### src/rtl/ddr3_cmd_scheduler_if.sv
// Request and DDR3 command-bus bundle for the command scheduler.
// The master side is the requester/board; the slave side is the scheduler.
interface ddr3_cmd_scheduler_if #(
  parameter int ROW_W = 15,
  parameter int COL_W = 10,
  parameter int BA_W  = 3
);
  logic             init_done;
  logic             wr_req;
  logic             rd_req;
  logic [ROW_W-1:0] row;
  logic [COL_W-1:0] col;
  logic [BA_W-1:0]  bank;
  logic             wr_ack;
  logic             rd_ack;
  logic             busy;
  logic             ref_ovf;
  logic             CS;
  logic             RAS;
  logic             CAS;
  logic             WE;
  logic [14:0]      Addr_out;
  logic [BA_W-1:0]  BA_out;

  modport master (
    output init_done, wr_req, rd_req, row, col, bank,
    input  wr_ack, rd_ack, busy, ref_ovf, CS, RAS, CAS, WE, Addr_out, BA_out
  );

  modport slave (
    input  init_done, wr_req, rd_req, row, col, bank,
    output wr_ack, rd_ack, busy, ref_ovf, CS, RAS, CAS, WE, Addr_out, BA_out
  );
endinterface

### src/rtl/ddr3_cmd_scheduler.sv
// DDR3 command sequencer: closed-page ACT -> WR|RD -> PRE(all) accesses for one
// write and one read requester, plus periodic refresh with priority over both.
// Each wait is a down-counter loaded with N-1 so the next command lands exactly
// N cycles after the current one. All pins are registered.
module ddr3_cmd_scheduler #(
  parameter int ROW_W    = 15,
  parameter int COL_W    = 10,
  parameter int BA_W     = 3,
  parameter int T_RCD    = 6,
  parameter int T_WR_END = 14,
  parameter int T_RD_END = 10,
  parameter int T_RP     = 6,
  parameter int T_RFC    = 110,
  parameter int T_REFI   = 1560
) (
  input  logic                sysclk,
  input  logic                RESET_SM,
  ddr3_cmd_scheduler_if.slave bus
);
  localparam int CNT_W  = 8;
  localparam int REFI_W = $clog2(T_REFI);

  // {RAS,CAS,WE} encodings; CS is driven separately
  localparam logic [2:0] CMD_NOP = 3'b111;
  localparam logic [2:0] CMD_ACT = 3'b011;
  localparam logic [2:0] CMD_WR  = 3'b100;
  localparam logic [2:0] CMD_RD  = 3'b101;
  localparam logic [2:0] CMD_PRE = 3'b010;
  localparam logic [2:0] CMD_REF = 3'b001;

  typedef enum logic [2:0] {S_IDLE, S_REF, S_ACT, S_WR, S_RD, S_PRE} state_t;

  state_t             state;
  logic [CNT_W-1:0]   cnt;
  logic [REFI_W-1:0]  refi_cnt;
  logic               ref_pend;
  logic               rr;
  logic               op_wr;
  logic [COL_W-1:0]   col_q;
  logic [BA_W-1:0]    ba_q;
  logic               refi_exp;
  logic               ref_take;
  logic               grant_wr;
  logic               cnt_done;

  assign refi_exp = bus.init_done && (refi_cnt == REFI_W'(T_REFI - 1));
  assign ref_take = (state == S_IDLE) && bus.init_done && ref_pend;
  // rr=0 favours the writer when both requesters are asking
  assign grant_wr = bus.wr_req && (!bus.rd_req || !rr);
  assign cnt_done = (cnt == '0);

  // Refresh interval timer, pending flag and sticky overflow
  always_ff @(posedge sysclk) begin
    if (RESET_SM) begin
      refi_cnt    <= '0;
      ref_pend    <= 1'b0;
      bus.ref_ovf <= 1'b0;
    end else begin
      if (bus.init_done)
        refi_cnt <= refi_exp ? '0 : refi_cnt + 1'b1;
      if (refi_exp) begin
        ref_pend <= 1'b1;
        if (ref_pend && !ref_take)
          bus.ref_ovf <= 1'b1;
      end else if (ref_take) begin
        ref_pend <= 1'b0;
      end
    end
  end

  // Column and bank captured at grant; row is only needed on the ACT cycle itself
  always_ff @(posedge sysclk) begin
    if (state == S_IDLE) begin
      col_q <= bus.col;
      ba_q  <= bus.bank;
    end
  end

  // Command FSM with registered pins; idle cycles drive NOP, or deselect before init
  always_ff @(posedge sysclk) begin
    if (RESET_SM) begin
      state                     <= S_IDLE;
      cnt                       <= '0;
      rr                        <= 1'b0;
      op_wr                     <= 1'b0;
      bus.busy                  <= 1'b0;
      bus.CS                    <= 1'b1;
      {bus.RAS, bus.CAS, bus.WE} <= CMD_NOP;
      bus.Addr_out              <= '0;
      bus.BA_out                <= '0;
      bus.wr_ack                <= 1'b0;
      bus.rd_ack                <= 1'b0;
    end else begin
      bus.CS                    <= ~bus.init_done;
      {bus.RAS, bus.CAS, bus.WE} <= CMD_NOP;
      bus.Addr_out              <= '0;
      bus.BA_out                <= '0;
      bus.wr_ack                <= 1'b0;
      bus.rd_ack                <= 1'b0;
      if (!cnt_done)
        cnt <= cnt - 1'b1;
      case (state)
        S_IDLE: begin
          if (bus.init_done) begin
            if (ref_pend) begin
              state                     <= S_REF;
              cnt                       <= CNT_W'(T_RFC - 1);
              bus.busy                  <= 1'b1;
              bus.CS                    <= 1'b0;
              {bus.RAS, bus.CAS, bus.WE} <= CMD_REF;
            end else if (bus.wr_req || bus.rd_req) begin
              state                     <= S_ACT;
              cnt                       <= CNT_W'(T_RCD - 1);
              op_wr                     <= grant_wr;
              bus.busy                  <= 1'b1;
              bus.CS                    <= 1'b0;
              {bus.RAS, bus.CAS, bus.WE} <= CMD_ACT;
              bus.Addr_out              <= 15'(bus.row);
              bus.BA_out                <= bus.bank;
            end
          end
        end
        S_REF: begin
          if (cnt_done) begin
            state    <= S_IDLE;
            bus.busy <= 1'b0;
          end
        end
        S_ACT: begin
          if (cnt_done) begin
            bus.CS       <= 1'b0;
            bus.Addr_out <= 15'(col_q);
            bus.BA_out   <= ba_q;
            rr           <= ~rr;
            if (op_wr) begin
              state                     <= S_WR;
              cnt                       <= CNT_W'(T_WR_END - 1);
              {bus.RAS, bus.CAS, bus.WE} <= CMD_WR;
              bus.wr_ack                <= 1'b1;
            end else begin
              state                     <= S_RD;
              cnt                       <= CNT_W'(T_RD_END - 1);
              {bus.RAS, bus.CAS, bus.WE} <= CMD_RD;
              bus.rd_ack                <= 1'b1;
            end
          end
        end
        S_WR, S_RD: begin
          if (cnt_done) begin
            state                     <= S_PRE;
            cnt                       <= CNT_W'(T_RP - 1);
            bus.CS                    <= 1'b0;
            {bus.RAS, bus.CAS, bus.WE} <= CMD_PRE;
            bus.Addr_out              <= 15'h0400;
          end
        end
        S_PRE: begin
          if (cnt_done) begin
            state    <= S_IDLE;
            bus.busy <= 1'b0;
          end
        end
        default: begin
          state    <= S_IDLE;
          bus.busy <= 1'b0;
        end
      endcase
    end
  end
endmodule

### src/flat_wrapper.sv
// flat-port wrapper written by rule: the top's interface ports become plain ports
module ddr3_cmd_scheduler_flat 
#(
  parameter int ROW_W    = 15,
  parameter int COL_W    = 10,
  parameter int BA_W     = 3,
  parameter int T_RCD    = 6,
  parameter int T_WR_END = 14,
  parameter int T_RD_END = 10,
  parameter int T_RP     = 6,
  parameter int T_RFC    = 110,
  parameter int T_REFI   = 1560
)
  (sysclk, RESET_SM, bus_init_done, bus_wr_req, bus_rd_req, bus_row, bus_col, bus_bank, bus_wr_ack, bus_rd_ack, bus_busy, bus_ref_ovf, bus_CS, bus_RAS, bus_CAS, bus_WE, bus_Addr_out, bus_BA_out);
  ddr3_cmd_scheduler_if #(.ROW_W(ROW_W), .COL_W(COL_W), .BA_W(BA_W)) bus_i ();
  input  logic sysclk;
  input  logic RESET_SM;
  input wire logic [$bits(bus_i.init_done)-1:0] bus_init_done;
  input wire logic [$bits(bus_i.wr_req)-1:0] bus_wr_req;
  input wire logic [$bits(bus_i.rd_req)-1:0] bus_rd_req;
  input wire logic [$bits(bus_i.row)-1:0] bus_row;
  input wire logic [$bits(bus_i.col)-1:0] bus_col;
  input wire logic [$bits(bus_i.bank)-1:0] bus_bank;
  output wire logic [$bits(bus_i.wr_ack)-1:0] bus_wr_ack;
  output wire logic [$bits(bus_i.rd_ack)-1:0] bus_rd_ack;
  output wire logic [$bits(bus_i.busy)-1:0] bus_busy;
  output wire logic [$bits(bus_i.ref_ovf)-1:0] bus_ref_ovf;
  output wire logic [$bits(bus_i.CS)-1:0] bus_CS;
  output wire logic [$bits(bus_i.RAS)-1:0] bus_RAS;
  output wire logic [$bits(bus_i.CAS)-1:0] bus_CAS;
  output wire logic [$bits(bus_i.WE)-1:0] bus_WE;
  output wire logic [$bits(bus_i.Addr_out)-1:0] bus_Addr_out;
  output wire logic [$bits(bus_i.BA_out)-1:0] bus_BA_out;
  assign bus_i.init_done = bus_init_done;
  assign bus_i.wr_req = bus_wr_req;
  assign bus_i.rd_req = bus_rd_req;
  assign bus_i.row = bus_row;
  assign bus_i.col = bus_col;
  assign bus_i.bank = bus_bank;
  assign bus_wr_ack = bus_i.wr_ack;
  assign bus_rd_ack = bus_i.rd_ack;
  assign bus_busy = bus_i.busy;
  assign bus_ref_ovf = bus_i.ref_ovf;
  assign bus_CS = bus_i.CS;
  assign bus_RAS = bus_i.RAS;
  assign bus_CAS = bus_i.CAS;
  assign bus_WE = bus_i.WE;
  assign bus_Addr_out = bus_i.Addr_out;
  assign bus_BA_out = bus_i.BA_out;
  ddr3_cmd_scheduler #(.ROW_W(ROW_W), .COL_W(COL_W), .BA_W(BA_W), .T_RCD(T_RCD), .T_WR_END(T_WR_END), .T_RD_END(T_RD_END), .T_RP(T_RP), .T_RFC(T_RFC), .T_REFI(T_REFI)) u_core (.sysclk(sysclk), .RESET_SM(RESET_SM), .bus(bus_i));
endmodule
### config.mk
export PLATFORM = sky130hd
export DESIGN_NAME = ddr3_cmd_scheduler_flat
export DESIGN_NICKNAME = d
export VERILOG_FILES = /design/src/rtl/ddr3_cmd_scheduler_if.sv /design/src/rtl/ddr3_cmd_scheduler.sv /design/src/flat_wrapper.sv
export SDC_FILE = /design/constraint.sdc
export NUM_CORES = 1
export LEC_CHECK = 0
export ABC_AREA = 0
export CELL_PAD_IN_SITES_DETAIL_PLACEMENT = 0
export CELL_PAD_IN_SITES_GLOBAL_PLACEMENT = 2
export CORE_ASPECT_RATIO = 0.75
export CORE_MARGIN = 5
export CORE_UTILIZATION = 31
export DETAILED_ROUTE_END_ITERATION = 6
export HOLD_SLACK_MARGIN = 0.03
export PLACE_DENSITY_LB_ADDON = 0.1
export SYNTH_ARGS = -nofsm -noshare
export SYNTH_HDL_FRONTEND = slang
export SYNTH_SLANG_ARGS = --single-unit
### constraint.sdc
create_clock -name sysclk -period 2.9 [get_ports sysclk]
set_clock_uncertainty 0.2 [all_clocks]
set_input_delay 0.29 -clock sysclk [delete_from_list [all_inputs] [get_ports sysclk]]
set_output_delay 0.29 -clock sysclk [all_outputs]
set_load 0.005 [all_outputs]
* After elaboration in Yosys (flattened, before gate mapping) *
Cells that the tools add are included.

word-level totals
  output and inout port bits = 26
  input port bits = 33
  bits in registers = 64

operators by class
  equal/unequal tests = 11
  add/subtract/negate cells = 2
  mux-type cells = 52
  bitwise gates (word level) = 6
  reductions and logical operators = 22

operators with widths
  cell                                                                     number
  8-bit 2-to-1 mux                                                         6
  15-bit 2-to-1 mux                                                        3
  15-bit case mux with 3 select lines                                      1
  3-bit 2-to-1 mux                                                         12
  8-bit case mux with 3 select lines                                       1
  11-bit 2-to-1 mux                                                        2
  1-bit 2-to-1 mux                                                         19
  3-bit case mux with 4 select lines                                       1
  11-bit by 1-bit adder with 11-bit output, second input constant          1
  11-bit == test, second input constant                                    1
  10-bit 2-to-1 mux                                                        1
  8-bit zero test                                                          1
  1-bit case mux with 2 select lines                                       4
  4-bit AND reduction                                                      2
  8-bit by 1-bit subtractor with 8-bit output, second input constant       1
  3-bit by 2-bit == test with 1-bit output, second input constant          2
  3-bit == test, second input constant                                     2
  2-bit by 1-bit inequality test with 1-bit output, second input constant  3
  1-bit NOT                                                                6
  3-bit case mux with 2 select lines                                       1
  3-bit OR reduction                                                       2
  1-bit logical AND                                                        5
  5-bit AND reduction                                                      1
  2-bit AND reduction                                                      2
  9 further kinds                                                          13

* Depth between registers and ports, before layout *
Gate-level depths: netlist of run 1.

  word-level depth = 6
  depth in mapped cells = 10
  depth with buffers taken out = 9

* Worst setup path after synthesis of run 1 *
No wires, ideal clock.

  path type = register to register
  from = register u_core.cnt[0]
  to = register u_core.cnt[0]
  stages on the path, launching flop included = 11
  setup slack = 0.461 ns
  buffers on the path = 1
  data arrival time = 2.107 ns
  setup time = 0.132 ns
  path through = dfxtp_1 > inv_1 > ha_1 > nor3b_1 > and2_0 > buf_2 > inv_2 > ha_1 > or3_1 > a21oi_1 > a2111oi_0

on the way
  longest elaborated chain between the ends = 6
  elaborated cells between the ends (all ways) = 9
  classes of those cells = add/sub: 1; mux: 7; reduce/logical: 1

ends and longest elaborated chain
  what                                                                            RTL line                                             source
  from (decl)                                                                     ddr3_cmd_scheduler.sv:34                             logic [CNT_W-1:0] cnt;
  from (signal assigned)                                                          ddr3_cmd_scheduler.sv:101                            cnt <= cnt - 1'b1;
  from (signal assigned)                                                          ddr3_cmd_scheduler.sv:107                            cnt <= CNT_W'(T_RFC - 1);
  from (signal assigned)                                                          ddr3_cmd_scheduler.sv:113                            cnt <= CNT_W'(T_RCD - 1);
  8-bit by 1-bit subtractor with 8-bit output or 8-bit zero test (tied branches)  ddr3_cmd_scheduler.sv:101, ddr3_cmd_scheduler.sv:50
  8-bit 2-to-1 mux                                                                ddr3_cmd_scheduler.sv:100                            if (!cnt_done)
  8-bit 2-to-1 mux                                                                ddr3_cmd_scheduler.sv:111                            end else if (bus.wr_req || bus.rd_req) begin
  8-bit 2-to-1 mux                                                                ddr3_cmd_scheduler.sv:105                            if (ref_pend) begin
  8-bit 2-to-1 mux                                                                ddr3_cmd_scheduler.sv:104                            if (bus.init_done) begin
  8-bit case mux with 3 select lines (*)                                          ddr3_cmd_scheduler.sv:102                            case (state)

Every way passes the cells marked *; elsewhere a longest branch is shown, timed or not.
A chain may end at the register's enable or synchronous reset.

* Final worst setup path of run 1 *
Ends and elaborated chain as after synthesis.

==> impl_metrics.ini, run 1 <==
[min_path]
hold_path.class = reg -> reg
hp-start = u_core.col_q[9]

[floorplanning]
rows = 28
die_y_microns = 87.67
core_sq_um = 7883
start_util = 0.3163
fp.dieArea_sq_um = 9956
io_pins = 59
die-width_microns = 113.6

[setup_path]
critPathSlowestCell = or3_1
arrival_ps = 2400
timing.rr.start = u_core.cnt[0]
crit_start = u_core.cnt[0]
critPathTopFamily = simple AND/OR/NAND/NOR gates
max_stage_delay_ps = 350
path_common_cell = ha_1
crit_required_ps = 2920
path_class = reg -> reg
worst-path-buf-inv = 3
cp-end-kind = flip-flop
worstSetupStartpointType = flip-flop
crit_fanout = 7
path_cells = inv_1, ha_1, nor3b_1, buf_4, and2_0, inv_2, ha_1, or3_1, a21oi_1, a2111oi_0

[clocking]
cts_buffers = 9
hold_buffers = 0
cts-root-buf = clkbuf_8
clock_sinks = 64
clkTransAtPathRegs_ps = 70
cts_buffer_depth = 2
ctsHtreeMaxLevel = 3
cts_tree = built
clk-insertion-delay-late_ps = 330
cts_setup_buffers = 0
cts-resized-gates = 0

[pwr]
ir_drop_mv = 0.3229
power.density_nw_per_um2 = 851.9
clkPwrFrac = 0.285
switchingPower_w = 0.0009137
p_leak_nw = 1.249
internal-power_w = 0.001996
combPwrFrac = 0.309
sw_frac_of_total = 0.3140
p_seq_frac = 0.406

[detailed_routing]
drtIter0Drc = 84
num_vias = 1921
ant_nets = 0
avgViaCountPerCell = 4.651
first_pass_iters = 4
post_drt_wl_per_cell_microns = 15.17
drc = 0
postRouteWirelength_mm = 6.264

[placed_design]
hpwl_mm = 4.457
dp_slack_ps = 513.6
place_congestion = 0.7166
io_buffers = 58

[finish]
drive_gt1_frac = 0.1006
layout_common_cells = clkdlybuf4s50_1 (58), dfxtp_1 (51), nor2_1 (23), nand2_1 (17), a22o_1 (14)
final_common_cell = clkdlybuf4s50_1
diodes = 0
syn_to_final_growth_pct = 36.98
nets = 339
fillers = 774

[global_routing]
grt_antenna_before_repair = 0
grt_usage = 0.1341
first_global_vias = 1899
grt_max_degree = 19
gr-total-overflow = 0
grt_pass1_wl_mm = 10.20

[status]
status = completed

[sta]
slew_viol_final = 0
finalHoldViolCount = 0
setup_viol = 0
slew_headroom = 0.5516
tightest_slew_ps = 672.7
tns_ps = 0
clock.fmax_mhz = 419.2
fin_ws_ps = 514.3
period_needed_ps = 2386
finalCritPeriodShare = 0.8226
rsz0062_at_grt = false

[logic_synthesis]
synth_area_per_cell_sq_um = 10.57
synth_seq_cells = 64
yosysSeqAreaShare = 0.5660
synthFlopType = dfxtp_1
ys_types = 45
synthesis.area_sq_um = 2494
synth_warnings = 0
async_flop_share = 0
synth_nets = 272
syn-instance-count = 236
synth_edf_count = 13

[job]
drv_cap = 0
final timing paths:
| kind | endpoint | slack [ps] | depth (start not counted) |
|---|---|---|---|
| max reg2reg | u_core.cnt[0] | 510 | 10 |
| min reg2reg | u_core.bus.Addr_out[9] | 250 | 1 |
| min | u_core.bus.Addr_out[9] | 250 | 1 |
| max | u_core.cnt[0] | 510 | 10 |
power groups by stage:
| stage | clock, W | sequential, W | combinational (W) |
|---|---|---|---|
| 2_1_floorplan | 0 | 0.00118 | 0.000572 |
| 3_3_place_gp | 0 | 0.00120 | 0.000915 |
| 3_5_place_dp | 0 | 0.00120 | 0.000901 |
| 4_1_cts | 0.000856 | 0.00118 | 0.000906 |
| 5_1_grt | 0.000905 | 0.00120 | 0.00101 |
| 6_report | 0.000830 | 0.00118 | 0.000898 |
cell type report:
cell class              instances  area (sq um)  area share
clock buffers                  10         127.6     0.03736
well taps                     105         131.4     0.03846
clock inverters                 6         82.58     0.02418
inverters                       7         26.28    0.007692
repair buffers                 67         648.1      0.1897
flip-flops and latches         64          1411      0.4132
multi-input cells             154         988.4      0.2894
cell families after synthesis:
kind of cell / synth area share
AO/OA/AOI/OAI: 0.1290
flip-flops: 0.5660
AND/OR/NAND/NOR: 0.2032
buffers and inverters: 0.03763
XOR/XNOR: 0.04917
adder cells (fa/ha/maj): 0.01505
per-stage QoR:
| step | utilization | hold slack (ps) | area, sq um | power, W | cells |
|---|---|---|---|---|---|
| floorplan | - | 188.9 | 2494 | 0.001755 | 236 |
| global placement | 0.4067 | 239.4 | 3206 | 0.002116 | 397 |
| detailed placement | 0.4067 | 244.0 | 3206 | 0.002104 | 397 |
| CTS | 0.4333 | 258.5 | 3416 | 0.002945 | 413 |
| global route | 0.4333 | 278.5 | 3416 | 0.003113 | 413 |
| finish | 0.4333 | 254.6 | 3416 | 0.002910 | 413 |
flip-flops by register name, indices dropped and copies added, names as in the netlist, 3 cells and up:
name                 flops
u_core.ba_q              3
u_core.bus.Addr_out     15
u_core.bus.BA_out        3
u_core.cnt               8
u_core.col_q            10
u_core.refi_cnt         11
u_core.state             3
per-layer routing:
layer | track usage | vias to the layer above | part of all wire
met2 | 0.1689 | 56 | 0.37
met5 | 0 | - | 0
met3 | 0.05318 | 3 | 0.066
met1 | 0.2075 | 882 | 0.56
li1 | - | 980 | -
met4 | 0.03275 | 0 | 0.0040
worst register-to-register path: cells and delay by family (launching register included):
kind,cells,cell delay [ps]
and+or+nand+nor,3,710
adders and majority gates,2,500
DFF,1,340
buffers and inverters,3,330
AOI/OAI and AO/OA,2,190
cells in the mapped netlist (6+ instances only):
master	number	area share
xnor2_1	8	0.028
nand2_1	17	0.026
a21oi_1	11	0.022
nor2_1	23	0.035
nand4_1	7	0.018
edfxtp_1	13	0.16
nand3_1	6	0.012
a22o_1	14	0.049
xor2_1	6	0.021
o21ai_0	9	0.018
dfxtp_1	51	0.41
(Power assumes the default switching activity.)
==> inputs of run 2 (changes only) <==
--- a/config.mk
+++ b/config.mk
@@ -10,7 +10,7 @@
 export CELL_PAD_IN_SITES_GLOBAL_PLACEMENT = 2
 export CORE_ASPECT_RATIO = 0.75
 export CORE_MARGIN = 5
-export CORE_UTILIZATION = 31
+export CORE_UTILIZATION = 28
 export DETAILED_ROUTE_END_ITERATION = 6
 export HOLD_SLACK_MARGIN = 0.03
 export PLACE_DENSITY_LB_ADDON = 0.1
==> constraint.sdc (replaced) <==
create_clock -name sysclk -period 2 [get_ports sysclk]
set_clock_uncertainty 0.2 [all_clocks]
set_input_delay 0.2 -clock sysclk [delete_from_list [all_inputs] [get_ports sysclk]]
set_output_delay 0.2 -clock sysclk [all_outputs]
set_load 0.005 [all_outputs]
==> run 2 against run 1 <==
Against the previous run:
- critical path type unchanged
- die area increased by 9.6%
- critical path depth decreased by 1
- the flow now finishes with violations (negative setup slack)
- flip-flop and latch count stayed put
- worst hold slack lost 28 ps
==> impl_metrics.ini, run 2 (same netlist as run 1, synthesis figures left out) <==
[status]
status = finished with violations
violations = negative setup slack

[pwr]
switchingPower_w = 0.001538
clkPwrFrac = 0.310
power.density_nw_per_um2 = 1320
p_leak_nw = 1.434
internal-power_w = 0.003472
combPwrFrac = 0.350
ir_drop_mv = 0.5061
sw_frac_of_total = 0.3070
p_seq_frac = 0.340

[placed_design]
dp_slack_ps = -128.4
place_congestion = 0.7851
placed_area_sq_um = 3478
io_buffers = 58
hpwl_mm = 5.085

[global_routing]
first_global_vias = 1906
gr-total-overflow = 0
grt_max_degree = 18
grt_antenna_before_repair = 0
grt_usage = 0.1301
grt_pass1_wl_mm = 10.90

[sta]
clock.fmax_mhz = 496.9
finalCritPeriodShare = 1.006
finalHoldViolCount = 0
slew_viol_final = 0
tns_ps = -12.34
setup_viol = 1
rsz0062_at_grt = true
tightest_slew_ps = 551.8
whs_ps = 226.2
slew_headroom = 0.6283
fin_ws_ps = -12.34
period_needed_ps = 2012

[clocking]
cts-root-buf = clkbuf_16
cts_buffers = 9
clock_sinks = 64
cts_buffer_depth = 2
clkTransAtPathRegs_ps = 60
ctsHtreeMaxLevel = 3
clk-insertion-delay-late_ps = 330
cts_tree = built

[floorplanning]
die-width_microns = 119.0
fp.dieArea_sq_um = 10910
die_y_microns = 91.73
rows = 29
core_sq_um = 8563
io_pins = 59
start_util = 0.2912

[detailed_routing]
ant_nets = 0
first_pass_iters = 4
avgViaCountPerCell = 4.568
drtIter0Drc = 80
num_vias = 2028
postRouteWirelength_mm = 6.883
drc = 0
post_drt_wl_per_cell_microns = 15.50

[finish]
reg.largest.list = u_core.bus.Addr_out (15), u_core.refi_cnt (11), u_core.col_q (10)
layout_common_cells = clkdlybuf4s50_1 (58), dfxtp_1 (48), buf_4 (35), nor2_1 (23), nand2_1 (17)
largest_reg_flops = 15
finalInstanceArea_sq_um = 3796
drive_gt1_frac = 0.2113
largest_register = u_core.bus.Addr_out
syn_to_final_growth_pct = 52.23
nets = 367
diodes = 0
final_common_cell = clkdlybuf4s50_1

[min_path]
hold_path.class = in -> reg

[setup_path]
crit_start = u_core.cnt[1]
path_common_cell = ha_4
crit_required_ps = 2000
max_stage_delay_ps = 330
crit_fanout = 3
worstSetupStartpointType = flip-flop
cp-end-kind = flip-flop
arrival_ps = 2010
timing.rr.start = u_core.cnt[1]
r2r_cells = 9
r2r_slack_ps = -10
critPathCapture = u_core.cnt[0]
rr_endpoint = u_core.cnt[0]
critPathSlowestCell = or3_4
path_cells = inv_2, ha_4, nor3b_4, and2_4, inv_4, ha_4, or3_4, a21oi_2, a2111oi_1
path_class = reg -> reg

[job]
drv_cap = 0
## run 2: changes by cell type in the layout (fill, tap and decap cells not counted), sizes merged
| cell | previous run | this run |
|---|---|---|
| clkbuf | 10 | 9 |
| clkinvlp | 0 | 2 |
| bufinv | 2 | 1 |
| buf | 9 | 37 |
## run 2: metal layers
| layer | vias up | track usage | wire length [microns] |
|---|---|---|---|
| li1 | 1037 | - | - |
| met1 | 932 | 0.1889 | 3736 |
| met2 | 49 | 0.1693 | 2715 |
| met3 | 10 | 0.05535 | 310 |
| met4 | 0 | 0.04532 | 120 |
| met5 | - | 0 | 0 |
## run 2: critical path: cells and delay by family, from the launching register on
family	cells	cell delay, ps
compound gates	2	200
simple gates	3	720
flops	1	320
fa+ha+maj	2	340
buf+inv	2	110
## run 2: final cells by class
cell class | count | area, sq um
fillers | 817 | 4767
clock inverters | 7 | 71.32
multi-input cells | 154 | 1037
flip-flops and latches | 64 | 1415
repair buffers | 95 | 883.3
inverters | 7 | 28.78
clock buffers | 9 | 225.2
well taps | 108 | 135.1
## run 2: stage by stage
stage | utilization | total power [W] | std cells
floorplan | - | 0.002656 | 236
global placement | 0.4062 | 0.003424 | 427
detailed placement | 0.4062 | 0.003416 | 427
CTS | 0.4411 | 0.005021 | 443
global route | 0.4433 | 0.005330 | 444
finish | 0.4433 | 0.005010 | 444
## run 2: worst min-delay path by stage
stage / from / endpoint / slack, ps / cells past startpoint
2_1_floorplan: bus_bank[0] / u_core.ba_q[0] / 100 / 0
3_3_place_gp: u_core.col_q[2] / u_core.bus.Addr_out[2] / 240 / 1
3_5_place_dp: u_core.col_q[2] / u_core.bus.Addr_out[2] / 240 / 1
4_1_cts: bus_col[9] / u_core.col_q[9] / 210 / 1
5_1_grt: bus_col[9] / u_core.col_q[9] / 210 / 1
6_report: bus_row[11] / u_core.bus.Addr_out[11] / 230 / 2
## run 2: what timing repair did
item | 4_1_cts | 5_1_grt
hold buffers | 0 | 0
gates resized for setup | 2 | 4
endpoints found under the setup margin | 1 | 1
pin swaps | 2 | 1
setup buffers | 0 | 1
## run 2: power by group through the flow
| stage | clock, W | combinational, W | sequential, W |
|---|---|---|---|
| after CTS | 0.00160 | 0.00172 | 0.00170 |
| after global placement | 0 | 0.00169 | 0.00173 |
| after global routing | 0.00166 | 0.00193 | 0.00173 |
| after detailed placement | 0 | 0.00169 | 0.00173 |
| after floorplan | 0 | 0.000919 | 0.00174 |
| final | 0.00155 | 0.00176 | 0.00170 |
